## config.mk

```make
export PLATFORM = sky130hd
export DESIGN_NAME = sseg_scan_driver
export DESIGN_NICKNAME = d
export VERILOG_FILES = /design/src/rtl/sseg_scan_driver.sv
export SDC_FILE = /design/constraint.sdc
export NUM_CORES = 1
export LEC_CHECK = 0
export BUFFER_PORTS_ARGS = -buffer_cell sky130_fd_sc_hd__buf_2
export CAP_MARGIN = 20
export CORE_MARGIN = 5
export CORE_UTILIZATION = 35
export DETAILED_ROUTE_END_ITERATION = 10
export PLACE_DENSITY = 0.6
export SLEW_MARGIN = 0
export SYNTH_ARGS = -nofsm -noshare
export SYNTH_HDL_FRONTEND = slang
export SYNTH_SLANG_ARGS = --single-unit
```

## constraint.sdc

```tcl
create_clock -name clk -period 5.1 [get_ports clk]
set_input_delay 0 -clock clk [delete_from_list [all_inputs] [get_ports clk]]
set_output_delay 0 -clock clk [all_outputs]
set_load 0.005 [all_outputs]
```

## src/rtl/sseg_scan_driver.sv

```systemverilog
// Multiplexed 7-segment scan driver: NUM_DIGITS hex digits plus colon on one shared bus,
// with per-frame input snapshot, anti-ghost blank slot edge, leading-zero blanking and blink.
module sseg_scan_driver #(
    parameter int NUM_DIGITS   = 4,
    parameter int SCAN_DIV     = 50000,
    parameter int BLINK_FRAMES = 80
) (
    input  logic                      clk,
    input  logic                      rst,
    input  logic [4*NUM_DIGITS-1:0]   digits,
    input  logic [NUM_DIGITS-1:0]     dp_in,
    input  logic                      blank_lead,
    input  logic                      blink_en,
    input  logic [2:0]                blink_sel,
    input  logic [1:0]                colon_mode,
    output logic [7:0]                SSEG,
    output logic [NUM_DIGITS-1:0]     SSEGD,
    output logic                      SSEG_COL,
    output logic                      frame_tick
);

    localparam int CNT_W = (SCAN_DIV > 1) ? $clog2(SCAN_DIV) : 1;
    localparam int FRM_W = (BLINK_FRAMES > 1) ? $clog2(BLINK_FRAMES) : 1;
    localparam logic [CNT_W-1:0] CNT_LAST = CNT_W'(SCAN_DIV - 1);
    localparam logic [FRM_W-1:0] FRM_LAST = FRM_W'(BLINK_FRAMES - 1);
    localparam logic [2:0]       IDX_LAST = 3'(NUM_DIGITS - 1);

    // Active-high segment pattern, bit0=a .. bit6=g.
    function automatic logic [6:0] seg_decode(input logic [3:0] v);
        logic [6:0] s;
        case (v)
            4'h0:    s = 7'h3F;
            4'h1:    s = 7'h06;
            4'h2:    s = 7'h5B;
            4'h3:    s = 7'h4F;
            4'h4:    s = 7'h66;
            4'h5:    s = 7'h6D;
            4'h6:    s = 7'h7D;
            4'h7:    s = 7'h07;
            4'h8:    s = 7'h7F;
            4'h9:    s = 7'h6F;
            4'hA:    s = 7'h77;
            4'hB:    s = 7'h7C;
            4'hC:    s = 7'h39;
            4'hD:    s = 7'h5E;
            4'hE:    s = 7'h79;
            4'hF:    s = 7'h71;
            default: s = 7'h00;
        endcase
        return s;
    endfunction

    logic [CNT_W-1:0]        cnt_r;
    logic [2:0]              idx_r;
    logic [FRM_W-1:0]        frm_cnt_r;
    logic                    blink_phase_r;
    logic [4*NUM_DIGITS-1:0] snap_digits_r;
    logic [NUM_DIGITS-1:0]   snap_dp_r;
    logic                    snap_blank_lead_r;
    logic                    snap_blink_en_r;
    logic [2:0]              snap_blink_sel_r;
    logic [1:0]              snap_colon_mode_r;
    logic [7:0]              sseg_r;
    logic [NUM_DIGITS-1:0]   ssegd_r;
    logic                    col_r;
    logic                    frame_tick_r;

    logic                    scan_tick_s;
    logic                    frame_s;
    logic [3:0]              cur_digit_s;
    logic                    cur_dp_s;
    logic                    nonzero_s;
    logic [NUM_DIGITS-1:0]   anode_s;
    logic                    lead_zero_s;
    logic                    blink_off_s;
    logic                    suppress_s;
    logic                    col_s;

    assign scan_tick_s = (cnt_r == CNT_LAST);
    assign frame_s     = scan_tick_s && (idx_r == IDX_LAST);

    // Slot prescaler.
    always_ff @(posedge clk or posedge rst) begin
        if (rst) begin
            cnt_r <= {CNT_W{1'b0}};
        end else if (scan_tick_s) begin
            cnt_r <= {CNT_W{1'b0}};
        end else begin
            cnt_r <= cnt_r + CNT_W'(1);
        end
    end

    // Digit index, frame pulse and the tear-free input snapshot taken at the frame boundary.
    always_ff @(posedge clk or posedge rst) begin
        if (rst) begin
            idx_r             <= 3'd0;
            frame_tick_r      <= 1'b0;
            snap_digits_r     <= {(4*NUM_DIGITS){1'b0}};
            snap_dp_r         <= {NUM_DIGITS{1'b0}};
            snap_blank_lead_r <= 1'b0;
            snap_blink_en_r   <= 1'b0;
            snap_blink_sel_r  <= 3'd0;
            snap_colon_mode_r <= 2'b00;
        end else begin
            frame_tick_r <= frame_s;
            if (frame_s) begin
                idx_r             <= 3'd0;
                snap_digits_r     <= digits;
                snap_dp_r         <= dp_in;
                snap_blank_lead_r <= blank_lead;
                snap_blink_en_r   <= blink_en;
                snap_blink_sel_r  <= blink_sel;
                snap_colon_mode_r <= colon_mode;
            end else if (scan_tick_s) begin
                idx_r <= idx_r + 3'd1;
            end
        end
    end

    // Blink timebase: phase flips every BLINK_FRAMES frames, aligned with the snapshot.
    always_ff @(posedge clk or posedge rst) begin
        if (rst) begin
            frm_cnt_r     <= {FRM_W{1'b0}};
            blink_phase_r <= 1'b1;
        end else if (frame_s) begin
            if (frm_cnt_r == FRM_LAST) begin
                frm_cnt_r     <= {FRM_W{1'b0}};
                blink_phase_r <= ~blink_phase_r;
            end else begin
                frm_cnt_r <= frm_cnt_r + FRM_W'(1);
            end
        end
    end

    // Select the current digit and detect whether it and everything left of it is zero.
    always_comb begin
        cur_digit_s = 4'h0;
        cur_dp_s    = 1'b0;
        nonzero_s   = 1'b0;
        anode_s     = {NUM_DIGITS{1'b1}};
        for (int k = 0; k < NUM_DIGITS; k++) begin
            if (idx_r == 3'(k)) begin
                cur_digit_s = snap_digits_r[4*k +: 4];
                cur_dp_s    = snap_dp_r[k];
                anode_s[k]  = 1'b0;
            end else begin
                anode_s[k]  = 1'b1;
            end
            if ((3'(k) >= idx_r) && (snap_digits_r[4*k +: 4] != 4'h0)) begin
                nonzero_s = 1'b1;
            end else begin
                nonzero_s = nonzero_s;
            end
        end
    end

    // Suppression and colon decisions, all from snapshot state.
    always_comb begin
        lead_zero_s = snap_blank_lead_r && (idx_r != 3'd0) && !nonzero_s;
        blink_off_s = snap_blink_en_r && (snap_blink_sel_r == idx_r) && !blink_phase_r;
        suppress_s  = lead_zero_s || blink_off_s;
        case (snap_colon_mode_r)
            2'b01:   col_s = 1'b0;
            2'b10:   col_s = ~blink_phase_r;
            default: col_s = 1'b1;
        endcase
    end

    // Registered pins; the scan_tick cycle blanks the bus so the previous digit never ghosts.
    always_ff @(posedge clk or posedge rst) begin
        if (rst) begin
            sseg_r  <= 8'hFF;
            ssegd_r <= {NUM_DIGITS{1'b1}};
            col_r   <= 1'b1;
        end else begin
            col_r <= col_s;
            if (scan_tick_s || suppress_s) begin
                sseg_r  <= 8'hFF;
                ssegd_r <= {NUM_DIGITS{1'b1}};
            end else begin
                sseg_r  <= {~cur_dp_s, ~seg_decode(cur_digit_s)};
                ssegd_r <= anode_s;
            end
        end
    end

    assign SSEG       = sseg_r;
    assign SSEGD      = ssegd_r;
    assign SSEG_COL   = col_r;
    assign frame_tick = frame_tick_r;

endmodule

```

Yosys cells after proc, flatten, opt, wreduce, memory -nomap -nowiden
Memories as Yosys holds them, arrays and structs flattened.
Index checks and enable logic that the tools add are counted.
{"block": "word_totals", "output_inout_bits": 14, "romBits": 112, "n_memories": 1, "ff_bits": 68, "input_bits": 29, "latch_bits": 0, "elab_cells": 78, "ramBits": 0}
{"block": "op_classes", "n_mul": 0, "eq_ne": 8, "order_cmp": 4, "n_reduce_logical": 21, "bitwise": 3, "shift": 0, "add_sub_neg": 3, "n_div": 0, "mux": 24}
{"memory": "(no name shown)", "words": 16, "word_bits": 7, "rd": 1, "rd_ports_with_merged_regs": 0, "wr": 0, "line": "31", "source": "case (v)"}
{"cell": "$mux W4", "count": 5}
{"cell": "$add A16 B1 Y16 const B", "count": 1}
{"cell": "$eq A16 B16 Y1 const B", "count": 1}
{"cell": "$mux W16", "count": 1}
{"cell": "$reduce_bool A4 Y1", "count": 4}
{"cell": "$mux W7", "count": 2}
{"cell": "$mux W1", "count": 12}
{"cell": "$logic_and A1 B1 Y1", "count": 9}
{"cell": "$mux W8", "count": 1}
{"cell": "$add A7 B1 Y7 const B", "count": 1}
{"cell": "$eq A7 B7 Y1 const B", "count": 1}
{"cell": "$not A7 Y7", "count": 1}
{"cell": "$eq A3 B2 Y1 const B", "count": 2}
{"cell": "$ge A1 B3 Y1 const A", "count": 2}
{"cell": "$ge A2 B3 Y1 const A", "count": 2}
{"cell": "$mux W3", "count": 2}
{"cell": "$add A3 B1 Y3 const B", "count": 1}
{"cell": "$eq A3 B1 Y1 const B", "count": 1}
{"cell": "$eq A3 B3 Y1", "count": 1}
{"cell": "$logic_not A3 Y1", "count": 1}
{"cell": "$reduce_bool A3 Y1", "count": 1}
{"cell": "$eq A2 B1 Y1 const B", "count": 1}
{"cell": "$eq A2 B2 Y1 const B", "count": 1}
{"cell": "$logic_not A1 Y1", "count": 2}
{"cell": "5 further kinds", "count": 7}

Logic depth before layout (Yosys ltp)
Gate-level depths: netlist (run 1).
{"block": "logic_depth", "ltp_word": 13, "ltp_mapped": 13, "mapped_depth_nobuf": 12}

Least setup slack after synthesis (run 1)
No wires, ideal clock.
{"block": "synth_timing", "path_kind": "reg-to-reg", "start": "register idx_r[0]", "end": "register sseg_r[0], in the netlist SSEG[0]", "setup_time_ps": 97, "setup_slack_ps": 2823, "path_buffers": 2, "period_less_slack_ps": 2277, "required_time_ps": 5003, "path_stages_with_launch": 11, "arrival_time_ps": 2180, "cell_sequence": "dfrtp_1 > buf_4 > inv_1 > ha_1 > a21o_1 > a311oi_1 > or4_1 > clkbuf_1 > or3_1 > o31ai_1 > o21ai_0"}
{"block": "synth_via", "elab_chain_len": 11, "elab_cells_between_ends": 33, "classes_between": "order compare: 4; eq/ne: 4; mux: 10; bitwise: 1; reduce/logical: 13; memory: 1"}
{"item": "start, declared", "line": "54", "source": "logic [2:0] idx_r;"}
{"item": "start signal, assigned", "line": "115", "source": "idx_r <= idx_r + 3'd1;"}
{"item": "branches (longest 10 deep; another with $mem_v2 Z16 W7)"}
{"item": "$mux W8 *", "line": "177", "source": "if (scan_tick_s || suppress_s) begin"}
{"item": "end signal, assigned", "line": "181", "source": "sseg_r <= {~cur_dp_s, ~seg_decode(cur_digit_s)};"}
{"item": "end, declared", "line": "63", "source": "logic [7:0] sseg_r;"}
Every way passes the cells marked *. The select of a mux whose other input is x is not followed.
A chain may end at the register's enable or synchronous reset.

Worst setup path in the final report (run 1)
{"block": "layout_timing", "start": "register cnt_r[11]", "end": "register frm_cnt_r[5]"}
{"block": "layout_via", "elab_chain_len": 2}
{"item": "start, declared", "line": "53", "source": "logic [CNT_W-1:0] cnt_r;"}
{"item": "start signal, assigned", "line": "85", "source": "cnt_r <= {CNT_W{1'b0}};"}
{"item": "start signal, assigned", "line": "87", "source": "cnt_r <= {CNT_W{1'b0}};"}
{"item": "start signal, assigned", "line": "89", "source": "cnt_r <= cnt_r + CNT_W'(1);"}
{"item": "$eq A16 B16 Y1", "line": "79", "source": "assign scan_tick_s = (cnt_r == CNT_LAST);"}
{"item": "$logic_and A1 B1 Y1", "line": "80", "source": "assign frame_s = scan_tick_s && (idx_r == IDX_LAST);"}
{"item": "end signal, assigned", "line": "123", "source": "frm_cnt_r <= {FRM_W{1'b0}};"}
{"item": "end signal, assigned", "line": "127", "source": "frm_cnt_r <= {FRM_W{1'b0}};"}
{"item": "end signal, assigned", "line": "130", "source": "frm_cnt_r <= frm_cnt_r + FRM_W'(1);"}
{"item": "end, declared", "line": "55", "source": "logic [FRM_W-1:0] frm_cnt_r;"}
Every way passes these cells.

==> results of run 1 <==
-- routing by layer --
metal	global-route usage (%)	wire, microns
met5	0	0
met4	4.84	36
met3	3.67	302
met2	21.0	3360
met1	17.7	3390
-- critical path, delay by kind of cell (launching register included) --
| kind | cells | cell delay (ns) |
|---|---|---|
| simple gates | 5 | 1.48 |
| flops | 1 | 0.42 |
| xor+xnor | 1 | 0.15 |
| buf+inv | 2 | 0.80 |
-- report_power, final --
| part | internal [W] | switching [W] |
|---|---|---|
| Clock | 0.000193 | 0.000217 |
| Sequential | 0.000539 | 0 |
| Combinational | 0.0000221 | 0.0000163 |
-- registers in the layout, summed over array words and instances (netlist names) --
register	count
SSEG	8
SSEGD	4
SSEG_COL	1
blink_phase_r	1
cnt_r	16
frame_tick	1
frm_cnt_r	7
idx_r	3
snap_blank_lead_r	1
snap_blink_en_r	1
snap_blink_sel_r	3
snap_colon_mode_r	2
snap_digits_r	16
snap_dp_r	4
-- path summary, 6_finish.rpt --
kind / from / to / slack [ns] / depth (start not counted)
worst max-delay path: cnt_r[11] / frm_cnt_r[5] / 2.17 / 8
worst min-delay path: digits[0] / snap_digits_r[0] / 0.38 / 4
worst max register to register: cnt_r[11] / frm_cnt_r[5] / 2.17 / 8
worst min register to register: cnt_r[0] / cnt_r[0] / 0.47 / 1
max in group asynchronous: rst / snap_digits_r[2] / 4.09 / 4
min in group asynchronous: rst / snap_blink_sel_r[1] / 0.44 / 4
-- timing repair --
item                                    in CTS  in global routing
endpoints found under the setup margin       0                  0
gates resized for setup                      0                  0
endpoints found under the hold margin       81                  0
hold buffers                                28                  0
-- stage by stage --
step | std cells | hold slack, ns | util, %
floorplan | 346 | 0.105 | -
global placement | 488 | 0.196 | 39.0
detailed placement | 488 | 0.193 | 39.0
CTS | 532 | 0.356 | 44.1
global route | 533 | 0.369 | 44.2
finish | 533 | 0.381 | 44.2
-- kinds of logic after synthesis --
| group | count (synthesis) |
|---|---|
| xor gates and xnor gates | 20 |
| and+or+nand+nor | 182 |
| muxes | 4 |
| DFF | 68 |
| adders and majority gates | 11 |
| AOI/OAI and AO/OA | 38 |
| buffers and inverters | 23 |
-- final cells by class --
| class | instances | area (sq um) |
|---|---|---|
| fillers | 930 | 5130 |
| flip-flops and latches | 68 | 1720 |
| multi-input cells | 255 | 1470 |
| repair buffers | 74 | 518 |
| well taps | 111 | 139 |
| clock buffers | 10 | 138 |
| clock inverters | 6 | 48.8 |
| inverters | 9 | 33.8 |
-- cells in the mapped netlist, types with 6 or more instances --
cell type	number
xor2_1	13
a21oi_1	6
xnor2_1	7
nand2_1	105
ha_1	11
o21ai_0	13
clkbuf_1	7
nand3b_1	7
inv_1	8
dfrtp_1	54
nand3_1	14
nor2_1	18
dfstp_2	14
nor3_1	6
==> flow_metrics.py, run 1 <==
metrics = {
    "yosys": {
        "ys.flop_type": "dfrtp_1",
        "yosysWarnings": 0,
        "async_flop_share_pct": 100,
        "synth_top_area_share_pct": 41.2,
        "synth_simple_gate_area_share_pct": 26.3,
        "synth-seq-cells": 68,
        "syn_area_per_cell_sq_um": 9.48,
        "synth-edff-count": 0,
        "synth_fa_ha_area_share_pct": 4.20,
        "synth_cells": 346,
        "synth.cell_area_sq_um": 3280,
        "muxShareOfSynthArea_pct": 1.26,
        "synth_top_family_by_area": "simple AND/OR/NAND/NOR gates",
        "synthDistinctLibCells": 48,
        "synth_nets": 386,
        "synth_area_leaders": "dfrtp_1 (41%), nand2_1 (12%), dfstp_2 (11%)",
        "ys_seq_area_share_pct": 52.4,
        "synth_largest_area_cell": "dfrtp_1",
        "synthXorXnorAreaFrac_pct": 5.34,
        "synth_compound_area_share_pct": 7.36,
    },
    "worst_setup_path": {
        "worst_ep_required_time_ns": 5.37,
        "slowest_delay_ns": 0.55,
        "crit_path_end_kind": "flop",
        "crit_fanout": 34,
        "slowest_stage": "inv_2",
        "start_kind": "flop",
        "worstSetupPathType": "flop to flop",
        "path_cells": "or4_4 > nor4_4 > buf_4 > nand2_2 > inv_2 > nand4_1 > nor2_1 > xor2_1",
        "worstPathArrival_ns": 3.19,
    },
    "floorplan": {
        "io_pins": 43,
        "die_w_microns": 107,
        "fp-row-count": 35,
        "coreArea_sq_um": 9200,
        "die_h_microns": 107,
        "initial_utilization_pct": 35.7,
        "dieArea_sq_um": 11400,
    },
    "power": {
        "powerDensity_nw_per_um2": 243,
        "vdd_drop_max_mv": 0.101,
        "fin_total_pwr_w": 0.000988,
        "leakage_nw": 1.83,
    },
    "clock_tree": {
        "path_clk_slew_ns": 0.08,
        "cts_tree": "built",
        "clock-sinks": 68,
        "cts-htree-levels": 3,
        "cts_buffers": 9,
        "post-cts-setup-buffers": 0,
        "clock_path_buffers": 2,
        "cts_root_buffer": "clkbuf_8",
        "clock_latency_ns": 0.34,
    },
    "finish": {
        "nets": 457,
        "diodes": 0,
        "area.growth.synth_to_final_pct": 23.8,
        "layout.cells.most_common_list": "nand2_1 (105), dfrtp_1 (54), buf_2 (43)",
        "drive_above_1_share_pct": 20.1,
        "layout_commonest_cell": "nand2_1",
        "fin_area_sq_um": 4060,
    },
    "routing": {
        "via_per_inst": 4.94,
        "dr.pass1.iters": 4,
        "ant_nets": 0,
        "drc_errors": 0,
        "vias": 2631,
        "wl_per_cell_microns": 13.3,
        "wirelength_mm": 7.09,
        "first_iter_violations": 148,
    },
    "timing": {
        "setup_viol": 0,
        "max_freq_ghz": 0.342,
        "fin_ws_ns": 2.17,
        "fin_crit_sh_pct": 57.4,
        "slew_viol_final": 0,
        "tns_ns": 0,
        "fin_crit_ns": 2.93,
        "worst_pin_slew_ns": 0.875,
        "relSlewSlack_pct": 41.2,
        "rsz0062_at_grt": "no",
        "final.setup_skew_ns": 0.00980,
        "hold_violations": 0,
    },
    "place": {
        "port_buffers": 42,
        "dp_hpwl_mm": 4.77,
        "place_area_sq_um": 3590,
        "gp_congestion": 0.848,
        "pre_cts_slack_ns": 2.16,
    },
    "global_routing": {
        "antenna_found_initial": 0,
        "track_usage_pct": 13.4,
        "grt-ovfl-total": 0,
        "grt_pass1_wl_mm": 12.3,
        "grt_pass1_vias": 2616,
        "grt_max_degree": 69,
    },
    "min_path": {
        "min-delay-path-class": "input port to flop",
    },
    "status": {
        "status": "finished clean",
    },
    "flow_run": {
        "maxCapViolCount": 0,
    },
}
No activity file was read; power rests on OpenSTA's default activity.
==> run 2, diff against run 1 <==
PLACE_DENSITY = 0.62   (was 0.6)
clock period = 2.4 ns   (was 5.1 ns; I/O delays follow)
==> run 2 against run 1 <==
Core utilization increased by 1.3 points. First-iteration DRC count decreased by 38%. Cell area increased by 2.8%. Largest power group unchanged.
==> flow_metrics.py, run 2 (synthesized netlist as in run 1, its figures left out) <==
metrics = {
    "worst_setup_path": {
        "start_kind": "flop",
        "rr_endpoint": "SSEG[3]",
        "worstSetupPathType": "flop to flop",
        "r2r.worst_path.cells": 10,
        "r2r_slack_ns": 0.18,
        "crit_path_end_kind": "flop",
        "timing.rr.start": "idx_r[1]",
        "worstPathArrival_ns": 2.50,
        "worst_ep_required_time_ns": 2.67,
        "crit_fanout": 8,
    },
    "finish": {
        "layout.cells.most_common_list": "nand2_1 (105), dfrtp_1 (54), buf_2 (42)",
        "fin_util_pct": 45.4,
        "area.growth.synth_to_final_pct": 27.3,
        "layout_commonest_cell": "nand2_1",
        "drive_above_1_share_pct": 23.0,
        "diodes": 0,
        "nets": 469,
    },
    "routing": {
        "wl_per_cell_microns": 13.1,
        "first_iter_violations": 92,
        "ant_nets": 0,
        "drc_errors": 0,
        "vias": 2610,
        "via_per_inst": 4.79,
        "wirelength_mm": 7.14,
        "dr.pass1.iters": 5,
    },
    "floorplan": {
        "die_w_microns": 107,
        "io_pins": 43,
        "initial_utilization_pct": 35.7,
        "die_h_microns": 107,
        "fp-row-count": 35,
        "coreArea_sq_um": 9200,
        "dieArea_sq_um": 11400,
    },
    "clock_tree": {
        "cts_tree": "built",
        "cts-htree-levels": 3,
        "post-cts-setup-buffers": 0,
        "cts_buffers": 9,
        "path_clk_slew_ns": 0.08,
        "clock-sinks": 68,
        "clock_latency_ns": 0.34,
        "clock_path_buffers": 2,
        "cts_root_buffer": "clkbuf_8",
    },
    "timing": {
        "slew_viol_final": 0,
        "fin_crit_ns": 2.22,
        "final.setup_skew_ns": 0.00970,
        "hold_violations": 0,
        "worst_pin_slew_ns": 0.705,
        "setup_viol": 0,
        "max_freq_ghz": 0.450,
        "rsz0062_at_grt": "yes",
        "hold_slack_ns": 0.321,
        "fin_crit_sh_pct": 92.7,
        "relSlewSlack_pct": 52.9,
        "tns_ns": 0,
    },
    "power": {
        "leakage_nw": 1.90,
        "vdd_drop_max_mv": 0.264,
        "powerDensity_nw_per_um2": 514,
        "fin_total_pwr_w": 0.00215,
    },
    "flow_run": {
        "maxCapViolCount": 0,
    },
    "global_routing": {
        "grt_max_degree": 37,
        "track_usage_pct": 13.5,
        "antenna_found_initial": 0,
        "grt_pass1_wl_mm": 12.4,
        "grt-ovfl-total": 0,
        "grt_pass1_vias": 2611,
    },
    "place": {
        "port_buffers": 42,
        "gp_congestion": 0.847,
        "dp_hpwl_mm": 5.09,
    },
    "min_path": {
        "min-delay-path-class": "input port to asynchronous set/reset pin",
    },
    "status": {
        "status": "finished clean",
    },
}
[run 2: worst max-delay path by stage]
stage | startpoint | end | slack (ns)
detailed placement | idx_r[0] | SSEG[6] | 0.04
global route | idx_r[1] | SSEG[3] | -0.04
finish | idx_r[1] | SSEG[3] | 0.18
global placement | idx_r[0] | SSEG[5] | 0.07
CTS | idx_r[1] | SSEG[3] | 0.009
floorplan | idx_r[0] | SSEG[0] | 0.12
[run 2: worst max-delay path: stages, from the launching register on]
cell and delay, ns:
dfrtp_1 0.43, buf_4 0.18, nand2b_1 0.20, and3_1 0.21, a211oi_1 0.24, o31a_1 0.20
buf_4 0.15, ha_1 0.24, nor2_1 0.11, a211oi_1 0.05, o21ai_1 0.14
[run 2: layout make-up]
type | instances | area, sq um
Inverter | 9 | 33.8
Sequential cell | 68 | 1720
Multi-Input combinational cell | 255 | 1470
Clock inverter | 7 | 67.6
Clock buffer | 9 | 124
Tap cell | 111 | 139
Fill cell | 936 | 5020
Timing Repair Buffer | 86 | 623
[run 2: where the power goes]
| part | internal (W) | switching, W | leakage (nW) |
|---|---|---|---|
| registers | 0.00115 | 0 | 0.745 |
| clock network | 0.000473 | 0.000444 | 0.0910 |
| logic | 0.0000492 | 0.0000342 | 1.07 |
| total | 0.00167 | 0.000478 | 1.90 |
[run 2: repair_timing]
action / 4_1_cts / 5_1_grt
gates resized for setup: 0 / 4
endpoints found under the hold margin: 49 / 0
endpoints found under the setup margin: 0 / 4
hold buffers: 28 / 0
[run 2: per-layer routing]
| metal | up-vias | wire (microns) | part of all wire (%) | GRT usage, % |
|---|---|---|---|---|
| li1 | 1325 | - | - | - |
| met1 | 1233 | 3350 | 47 | 17.6 |
| met2 | 48 | 3400 | 48 | 21.6 |
| met3 | 4 | 327 | 4.6 | 4.52 |
| met4 | 0 | 55 | 0.77 | 3.29 |
| met5 | - | 0 | 0 | 0 |
[run 2: per-stage QoR]
stage               worst slack, ns  instance area, sq um  std cells
floorplan                     0.123                  3280        346
global placement             0.0749                  3690        500
detailed placement           0.0399                  3690        500
CTS                         0.00923                  4160        544
global route                -0.0362                  4180        545
finish                        0.176                  4180        545
==> run 3, diff against run 2 <==
CORE_MARGIN = 4   (was 5)
==> run 3 against run 2 <==
Sequential cell count unchanged. Global-route usage rose by 0.38 points. Cell area is 1.3% higher. Via count grew 0.77%. Register-to-register slack lost 0.04 ns. Die area fell by 3.7%. Clock power up 12%. Cell count rose by 0.18%. Combinational power shrank 0.8%. First-iteration DRC count is 57% higher. Non-clock buffer count grew 1. Maximum frequency fell by 1.6%.
==> flow_metrics.py, run 3 (synthesized netlist as in run 1, its figures left out) <==
metrics = {
    "routing": {
        "via_per_inst": 4.82,
        "first_iter_violations": 144,
        "ant_nets": 0,
        "wirelength_mm": 7.09,
        "wl_per_cell_microns": 13.0,
        "vias": 2630,
        "drc_errors": 0,
        "dr.pass1.iters": 4,
    },
    "flow_run": {
        "maxCapViolCount": 0,
    },
    "timing": {
        "hold_violations": 0,
        "final.setup_skew_ns": 0.00908,
        "max_freq_ghz": 0.442,
        "relSlewSlack_pct": 50.7,
        "worst_pin_slew_ns": 0.738,
        "setup_viol": 0,
        "fin_crit_ns": 2.26,
        "tns_ns": 0,
        "slew_viol_final": 0,
        "fin_crit_sh_pct": 94.2,
    },
    "clock_tree": {
        "path_clk_slew_ns": 0.07,
        "cts_tree": "built",
        "cts-htree-levels": 3,
        "clock_path_buffers": 2,
        "clock-sinks": 68,
        "clock_latency_ns": 0.34,
        "cts_buffers": 9,
        "cts_root_buffer": "clkbuf_8",
    },
    "finish": {
        "layout.cells.most_common_list": "nand2_1 (105), dfrtp_1 (54), buf_2 (42)",
        "drive_above_1_share_pct": 23.0,
        "n_fill_cell": 899,
        "fin_util_pct": 46.0,
        "nets": 470,
        "layout_commonest_cell": "nand2_1",
        "diodes": 0,
        "area.growth.synth_to_final_pct": 28.9,
    },
    "floorplan": {
        "die_h_microns": 105,
        "die_w_microns": 105,
        "io_pins": 43,
        "coreArea_sq_um": 9200,
        "dieArea_sq_um": 11000,
        "fp-row-count": 35,
        "initial_utilization_pct": 35.7,
    },
    "place": {
        "port_buffers": 42,
        "gp_congestion": 0.898,
        "dp_hpwl_mm": 5.14,
    },
    "global_routing": {
        "antenna_found_initial": 0,
        "grt-ovfl-total": 0,
        "grt_pass1_vias": 2552,
        "grt_pass1_wl_mm": 12.3,
        "grt_max_degree": 37,
        "track_usage_pct": 13.9,
    },
    "worst_setup_path": {
        "slowest_stage": "dfrtp_1",
        "timing.rr.start": "idx_r[1]",
        "r2r_slack_ns": 0.14,
        "start_kind": "flop",
        "crit_path_end_kind": "flop",
        "critPathLaunch": "idx_r[1]",
        "crit_fanout": 7,
        "worstPathArrival_ns": 2.49,
        "worst_ep_required_time_ns": 2.63,
        "slowest_delay_ns": 0.42,
        "path_cells": "inv_1 > ha_2 > and3_1 > a211oi_1 > o31a_1 > buf_4 > buf_4 > ha_1 > inv_1 > nor2_1 > a211oi_1 > o21ai_0",
        "worstSetupPathType": "flop to flop",
    },
    "status": {
        "status": "finished clean",
    },
    "power": {
        "vdd_drop_max_mv": 0.331,
        "leakage_nw": 1.93,
        "powerDensity_nw_per_um2": 534,
    },
    "min_path": {
        "min-delay-path-class": "input port to asynchronous set/reset pin",
    },
}
run 3: power by group:
| part | switching, W | total (W) | internal [W] |
|---|---|---|---|
| combinational | 0.0000335 | 0.0000827 | 0.0000492 |
| clock | 0.000416 | 0.00103 | 0.000613 |
| sequential | 0 | 0.00115 | 0.00115 |
| total | 0.000450 | 0.00226 | 0.00181 |
run 3: worst paths after layout:
path	endpoint	depth (start not counted)
max	SSEG[3]	12
min reg2reg	cnt_r[0]	1
min in group clk	snap_colon_mode_r[1]	4
max reg2reg	SSEG[3]	12
max in group asynchronous	SSEG[1]	4
min	snap_dp_r[3]	3
run 3: per-layer routing:
| metal | up-vias | wire [microns] | track usage (%) |
|---|---|---|---|
| met1 | 1240 | 3370 | 18.6 |
| met5 | - | 0 | 0 |
| met4 | 0 | 85 | 3.94 |
| li1 | 1328 | - | - |
| met3 | 8 | 316 | 4.94 |
| met2 | 54 | 3310 | 21.1 |
run 3: layout make-up:
class / instances / area [sq um] / area share [%]
timing repair buffer: 87 / 631 / 14.9
clock buffer: 12 / 145 / 3.43
tap: 111 / 139 / 3.28
clock inverter: 4 / 72.6 / 1.72
inverter: 9 / 33.8 / 0.799
multi-input combinational: 255 / 1490 / 35.2
sequential: 68 / 1720 / 40.6
run 3: metrics by stage:
stage / worst slack [ns] / cells / instance area (sq um) / hold WS, ns / power (W)
after floorplan: 0.123 / 346 / 3280 / 0.105 / 0.00118
after global placement: 0.126 / 501 / 3700 / 0.171 / 0.00122
after detailed placement: -0.0260 / 501 / 3700 / 0.179 / 0.00122
after CTS: 0.0935 / 545 / 4210 / 0.352 / 0.00230
after global routing: -0.0203 / 546 / 4230 / 0.360 / 0.00236
final: 0.140 / 546 / 4230 / 0.333 / 0.00226
run 3: critical path: cells and delay by family (launching register included):
kind                     cells  cell delay (ns)
AO/OA/AOI/OAI                4             0.62
adder cells (fa/ha/maj)      2             0.41
buffers and inverters        4             0.46
flip-flops                   1             0.42
AND/OR/NAND/NOR              2             0.22
run 3: what timing repair did:
item	4_1_cts	5_1_grt
resized for setup	1	4
setup buffers	0	1
endpoints found under the setup margin	1	4
pin swaps	0	2
hold buffers	28	0
endpoints found under the hold margin	51	0
